### config.mk
export PLATFORM = sky130hd
export DESIGN_NAME = inst_fetch_ctrl
export DESIGN_NICKNAME = d
export VERILOG_FILES = /design/src/rtl/inst_fetch_ctrl.sv
export SDC_FILE = /design/constraint.sdc
export NUM_CORES = 1
export LEC_CHECK = 0
export CAP_MARGIN = 10
export CELL_PAD_IN_SITES_DETAIL_PLACEMENT = 2
export CELL_PAD_IN_SITES_GLOBAL_PLACEMENT = 2
export CORE_AREA = 2 2 124 126
export CTS_CLUSTER_DIAMETER = 200
export DETAILED_ROUTE_END_ITERATION = 12
export DIE_AREA = 0 0 126 128
export GPL_TIMING_DRIVEN = 1
export PLACE_DENSITY_LB_ADDON = 0.2
export SETUP_SLACK_MARGIN = 0.3
export SYNTH_ARGS = -nofsm -noshare
export SYNTH_HDL_FRONTEND = slang
export SYNTH_SLANG_ARGS = --single-unit
### constraint.sdc
create_clock -name clk -period 8.6 [get_ports clk]
set_clock_uncertainty 0.15 [all_clocks]
set_input_delay 2.15 -clock clk [delete_from_list [all_inputs] [get_ports clk]]
set_output_delay 2.15 -clock clk [all_outputs]
set_load 0.005 [all_outputs]
### src/rtl/inst_fetch_ctrl.sv
// inst_fetch_ctrl: PC sequencer with jump/branch redirect, stall hold, range fault and run/step/halt FSM
module inst_fetch_ctrl #(
  parameter logic [31:0] RESET_PC  = 32'h0000_0000,
  parameter int          ADDR_W    = 5,
  parameter int          ROM_DEPTH = 20
) (
  input  logic              clk,
  input  logic              rst,
  input  logic              run_en_i,
  input  logic              step_req_i,
  input  logic              halt_req_i,
  input  logic              stall_i,
  input  logic              br_taken_i,
  input  logic [31:0]       br_target_i,
  input  logic              jmp_taken_i,
  input  logic [31:0]       jmp_target_i,
  output logic [31:0]       pc_o,
  output logic [ADDR_W-1:0] rom_addr_o,
  output logic              inst_valid_o,
  output logic [1:0]        state_o,
  output logic              fault_o,
  output logic [31:0]       retired_cnt_o
);
  typedef enum logic [1:0] {IDLE = 2'b00, RUN = 2'b01, STEP = 2'b10, FAULT = 2'b11} state_e;
  localparam logic [31:0] ROM_LIMIT = 32'(ROM_DEPTH * 4);
  state_e      state_q, state_d;
  logic [31:0] pc_q, pc_d, cnt_q, cnt_d, npc;
  logic        fault_q, fault_d, commit, npc_bad;
  always_comb begin
    commit  = ((state_q == RUN && run_en_i && !halt_req_i) || state_q == STEP) && !stall_i;
    npc     = jmp_taken_i ? jmp_target_i : br_taken_i ? br_target_i : pc_q + 32'd4;
    npc_bad = (npc[1:0] != 2'b00) || (npc >= ROM_LIMIT);
    pc_d    = (commit && !npc_bad) ? npc : pc_q;
    cnt_d   = commit ? cnt_q + 32'd1 : cnt_q;
    fault_d = fault_q || (commit && npc_bad);
    state_d = state_q;
    case (state_q)
      IDLE:    state_d = run_en_i ? RUN : step_req_i ? STEP : IDLE;
      RUN:     state_d = (halt_req_i || !run_en_i) ? IDLE : (commit && npc_bad) ? FAULT : RUN;
      STEP:    state_d = commit ? (npc_bad ? FAULT : IDLE) : STEP;
      default: state_d = FAULT;
    endcase
  end
  always_ff @(posedge clk) begin
    if (rst) begin
      state_q <= IDLE;
      pc_q    <= RESET_PC;
      cnt_q   <= '0;
      fault_q <= 1'b0;
    end else begin
      state_q <= state_d;
      pc_q    <= pc_d;
      cnt_q   <= cnt_d;
      fault_q <= fault_d;
    end
  end
  assign pc_o          = pc_q;
  assign rom_addr_o    = pc_q[ADDR_W+1:2];
  assign inst_valid_o  = commit && !rst;
  assign state_o       = state_q;
  assign fault_o       = fault_q;
  assign retired_cnt_o = cnt_q;
endmodule

# Word level (Yosys, flattened, before mapping)
# Index checks and enable logic that the tools add are counted.
[op_classes]
addsub = 2
eq_ne = 2
muxes = 9
magnitude_cmp = 1
reduce_logical = 17
[op_table]
columns = ["cell", "n"]
rows = [
  ["32-bit two-way mux", 2],
  ["32-bit by 1-bit adder with 32-bit output (second input constant)", 1],
  ["32-bit by 3-bit adder with 32-bit output (second input constant)", 1],
  ["32-bit by 7-bit >= comparator with 1-bit output (second input constant)", 1],
  ["2-bit two-way mux", 6],
  ["1-bit logical AND", 6],
  ["2-bit one-hot mux with 3 select lines", 1],
  ["1-bit logical NOT", 5],
  ["1-bit logical OR", 4],
  ["2-bit by 1-bit equality test with 1-bit output (second input constant)", 1],
  ["2-bit equality test (second input constant)", 1],
  ["2-bit logical NOT", 1],
  ["2-bit nonzero test", 1],
]
[word_totals]
input_bits = 72
out_inout_bits = 73
wordCells = 35
register_bits = 67

# Depth between registers and ports, before layout
[depth]
ltp_word = 9
ltp_mapped = 11
depth_no_buf = 9

# Worst setup path after synthesis
# OpenSTA, ideal clock, no wires.
[synth_timing]
path_kind = "input -> output"
startpoint = "input port rst"
endpoint = "output port inst_valid_o"
t_required_ns = 6.300
n_path_buf = 3
slack_ns = 3.289
path_stages = 4
arrival_time_ns = 3.011
path_cell_list = "clkbuf_1 > clkbuf_1 > clkbuf_1 > nor2_1"
[synth_via]
elab_chain_len = 2
[synth_lines]
columns = ["item", "line", "rtl"]
rows = [
  ["start: declaration", "8", "input logic rst,"],
  ["1-bit logical NOT", "59", "assign inst_valid_o = commit && !rst;"],
  ["1-bit logical AND", "59", ""],
  ["end: declaration", "19", "output logic inst_valid_o,"],
]
# Every way passes these cells.

# Worst setup path in the final report
[layout_timing]
startpoint = "input port run_en_i"
endpoint = "output port inst_valid_o"
[layout_via]
elab_chain_len = 5
[layout_lines]
columns = ["item", "line", "rtl"]
rows = [
  ["start: declaration", "9", "input logic run_en_i,"],
  ["1-bit logical AND (2 in a row)", "30", "commit = ((state_q == RUN && run_en_i && !halt_req_i) || state_q == STEP) && !stall_i;"],
  ["1-bit logical OR", "30", ""],
  ["1-bit logical AND", "30", ""],
  ["1-bit logical AND", "59", ""],
]
# Every way passes these cells.

==> impl_metrics.csv <==
group,metric,value,unit
die,floorplan.die_area,16100,µm²
synth,ys_seq_elements,67,
timing,final_period_minus_worst_setup_slack,6330,ps
clock_network,worst_setup_hold_path_clk_slew,50,ps
global_routing,grt-ovfl-total,0,
synth,post_synth_net_total,550,
clock_network,cts_sinks,67,
synth,ys_dominant_reg_cell,"sky130_fd_sc_hd__dfxtp_1",
synth,syn_inst,476,
global_routing,global_route.usage.met1,22.6,%
status,run_status,"finished clean",
finish,drive_gt1_share,5.40,%
synth,synth_async_reset_ratio,0,%
global_routing,met3_usage,4.09,%
global_routing,global_route.usage.total,18.7,%
setup_path,cp_cell_sequence,"clkdlybuf4s50_1, nor4bb_1, o21bai_1, nor2_1, clkdlybuf4s50_1",
timing,timing.hold.ws,293,ps
synth,post_synth_main_area_contributors,"sky130_fd_sc_hd__dfxtp_1 (36%), sky130_fd_sc_hd__nor2_1 (7.0%), sky130_fd_sc_hd__xnor2_1 (4.9%), sky130_fd_sc_hd__xor2_1 (4.4%), sky130_fd_sc_hd__nand2_1 (3.2%)",
timing,fin_ws,2270,ps
synth,syn_area,3750,µm²
clock_network,cts.htree.levels,3,
timing,rsz_0062_raised_after_global_routing,"no",
setup_path,critPathCapture,"inst_valid_o",
global_routing,grt_first_pass_wirelength,23900,µm
setup_path,worstSetupEndpointType,"output port",
synth,avgSynthCellArea,7.89,µm²
clock_network,cts_tree,"done",
global_routing,grt_antenna_before_repair,0,
power,switching_power,181,µW
synth,synth-edff-count,0,
worst_hold_path,timing.hold.worst.class,"reg2reg",
timing,layout_worst_path_cycle_share,73.6,%
die,die_height,128,µm
placement,buffer_ports.inserted,144,
setup_path,r2r_setup_slack,4560,ps
synth,synth-warning-count,0,
finish,layout_commonest_cell,"sky130_fd_sc_hd__clkdlybuf4s50_1",
power,pwr-share-clk,46.2,%
global_routing,gr-max-usage-layer,"met2",
synth,yosysTopAreaCellShare,35.7,%
die,boundaryPins,145,
timing,tightestPinTransition,849,ps
timing,timing.fmax,158,MHz
route,first_iter_violations,117,
finish,mostFrequentLayoutCells,"sky130_fd_sc_hd__clkdlybuf4s50_1 (144), sky130_fd_sc_hd__nor2_1 (70), sky130_fd_sc_hd__dfxtp_1 (67)",
timing,fin_tns_setup,0,ps
clock_network,post_cts.repair.setup_buffers,0,
finish,area.growth.synth_to_final,48.8,%
finish,final_net_count,682,
route,drt.antenna.violating_nets,0,
die,initial_core_util,25.3,%
setup_path,slowest_delay,520,ps
placement,routabilityCongestion,0.807,
setup_path,crit_path_frequent_cell,"sky130_fd_sc_hd__clkdlybuf4s50_1",
die,site_row_count,45,
global_routing,groute.layer.met2.usage,32.6,%
clock_network,numCtsBuffers,9,
setup_path,rr_worst_depth,9,
power,sequentialPowerShare,42.4,%
timing,final_number_of_max_transition_violations,0,
placement,placed_cells,785,
global_routing,number_of_global_route_vias_before_repair,4387,
power,share_comb_of_total_power,11.4,%
setup_path,cp.required,6300,ps
synth,synth.largest_area_cell,"sky130_fd_sc_hd__dfxtp_1",
run,cap_violations,0,
finish,antenna_cells_inserted,0,
power,powerDensity,134,nW/µm²
route,routed-via-count,4072,
setup_path,worst-path-max-fanout,7,
route,drt_pass1_iterations,5,
placement,detailedPlace.worstSlack,2250,ps
clock_network,ctsRootBufferMaster,"sky130_fd_sc_hd__clkbuf_16",
power,netSwitchingFraction,24.2,%
finish,final-instance-count-excl-fill,799,
die,die_w,126,µm
die,coreArea,14900,µm²
global_routing,grt_start_max_net_pins,44,
setup_path,crit_arrival,4030,ps
placement,hpwlAfterDp,11100,µm
clock_network,cts.path.max_buffers,2,
clock_network,insertion_delay,340,ps
synth,synth_cell_type_count,64,
clock_network,cts_hold_repair.buffers,0,
synth,ys_seq_area_share,35.7,%
power,power_leakage,0.00177,µW
setup_path,worstSetupStartpoint,"run_en_i",
setup_path,r2r_start,"pc_o[3]",
setup_path,worst_setup_path_start_kind,"primary input",
setup_path,critPathSlowestCell,"sky130_fd_sc_hd__clkdlybuf4s50_1",
power,p_int,568,µW
timing,setup_viol,0,
power,ir_worst_vdd,0.0647,mV
finish,fillCellCount,1729,
timing,relSlewSlack,43.2,%
setup_path,timing.rr.end,"pc_o[2]",
route,drt-total-wl,14700,µm
timing,report.final.hold_viol_count,0,
placement,placement.cell_area,5320,µm²
finish,post-route-cell-area,5590,µm²
route,remaining_drc_errors,0,
route,dr_wl_cell,18.4,µm
clock_network,cts_resized,0,
route,post_drt_via_cell_ratio,5.10,
setup_path,critPathKind,"in2out",
registers in the layout, indices dropped and copies added, names as in the netlist:
| name | flops |
|---|---|
| fault_o | 1 |
| pc_o | 32 |
| retired_cnt_o | 32 |
| state_o | 2 |
metrics by stage:
step           utilization [%]  power, µW
2_1_floorplan                -        357
3_3_place_gp              35.8        408
3_5_place_dp              35.8        410
4_1_cts                   37.6        762
5_1_grt                   37.6        787
6_report                  37.6        749
routing by layer:
layer / share of wire, % / routed length (µm)
met1: 44 / 6540
met2: 49 / 7160
met3: 5.3 / 776
met4: 1.6 / 238
met5: 0 / 0
synthesized netlist by cell type, types with 3 or more instances:
cell	instances
sky130_fd_sc_hd__and4_1	3
sky130_fd_sc_hd__buf_4	5
sky130_fd_sc_hd__xor2_1	19
sky130_fd_sc_hd__o31ai_1	3
sky130_fd_sc_hd__mux2_2	3
sky130_fd_sc_hd__nand4_1	19
sky130_fd_sc_hd__o2bb2ai_1	3
sky130_fd_sc_hd__o211ai_1	3
sky130_fd_sc_hd__nand2_1	32
sky130_fd_sc_hd__or3_1	14
sky130_fd_sc_hd__nor3_1	16
sky130_fd_sc_hd__a21oi_1	17
sky130_fd_sc_hd__a211oi_1	3
sky130_fd_sc_hd__nor2_1	70
sky130_fd_sc_hd__nor2b_1	5
sky130_fd_sc_hd__nor4_1	17
sky130_fd_sc_hd__dfxtp_1	67
sky130_fd_sc_hd__xnor2_1	21
sky130_fd_sc_hd__a311oi_1	3
sky130_fd_sc_hd__nand3_1	23
sky130_fd_sc_hd__inv_1	31
sky130_fd_sc_hd__o21ai_0	20
sky130_fd_sc_hd__clkbuf_1	15
sky130_fd_sc_hd__and3_1	5
sky130_fd_sc_hd__o21a_1	3
sky130_fd_sc_hd__buf_2	3
sky130_fd_sc_hd__a31oi_1	6
sky130_fd_sc_hd__mux2i_1	3
sky130_fd_sc_hd__o2111ai_1	3
logic make-up after synthesis:
group / count (synthesis) / synth area share, %
AND/OR/NAND/NOR: 219 / 30.1
buffers and inverters: 58 / 6.80
AO/OA/AOI/OAI: 84 / 15.7
flip-flops: 67 / 35.7
XOR/XNOR: 40 / 9.33
adder cells (fa/ha/maj): 2 / 0.666
multiplexers: 6 / 1.70
worst min path at each step:
| stage | from | to | slack (ps) | depth (start not counted) |
|---|---|---|---|---|
| floorplan | pc_o[1] | pc_o[1] | 290 | 2 |
| global placement | pc_o[1] | pc_o[1] | 290 | 2 |
| detailed placement | pc_o[1] | pc_o[1] | 290 | 2 |
| CTS | pc_o[1] | pc_o[1] | 300 | 2 |
| global route | pc_o[1] | pc_o[1] | 320 | 2 |
| finish | pc_o[1] | pc_o[1] | 290 | 2 |
worst max-delay path: cells and delay by family:
kind / cells / cell delay [ps]
and+or+nand+nor: 2 / 560
buffers and inverters: 2 / 1030
AOI/OAI and AO/OA: 1 / 300
layout make-up:
class	count	area (µm²)	share of cell area [%]
clock inverter	2	12.5	0.224
timing repair buffer	147	1460	26.2
multi-input combinational	351	2160	38.6
tap	188	235	4.21
inverter	32	120	2.15
clock buffer	12	256	4.59
sequential	67	1340	24.0
power groups by stage:
stage	logic (µW)	clock network (µW)	registers [µW]
final	85.2	346	318
after global routing	92.4	377	318
after CTS	86.4	358	318
after detailed placement	85.4	0	324
after global placement	83.7	0	324
after floorplan	33.6	0	323
Note: power is estimated with default switching activity, not from simulation.
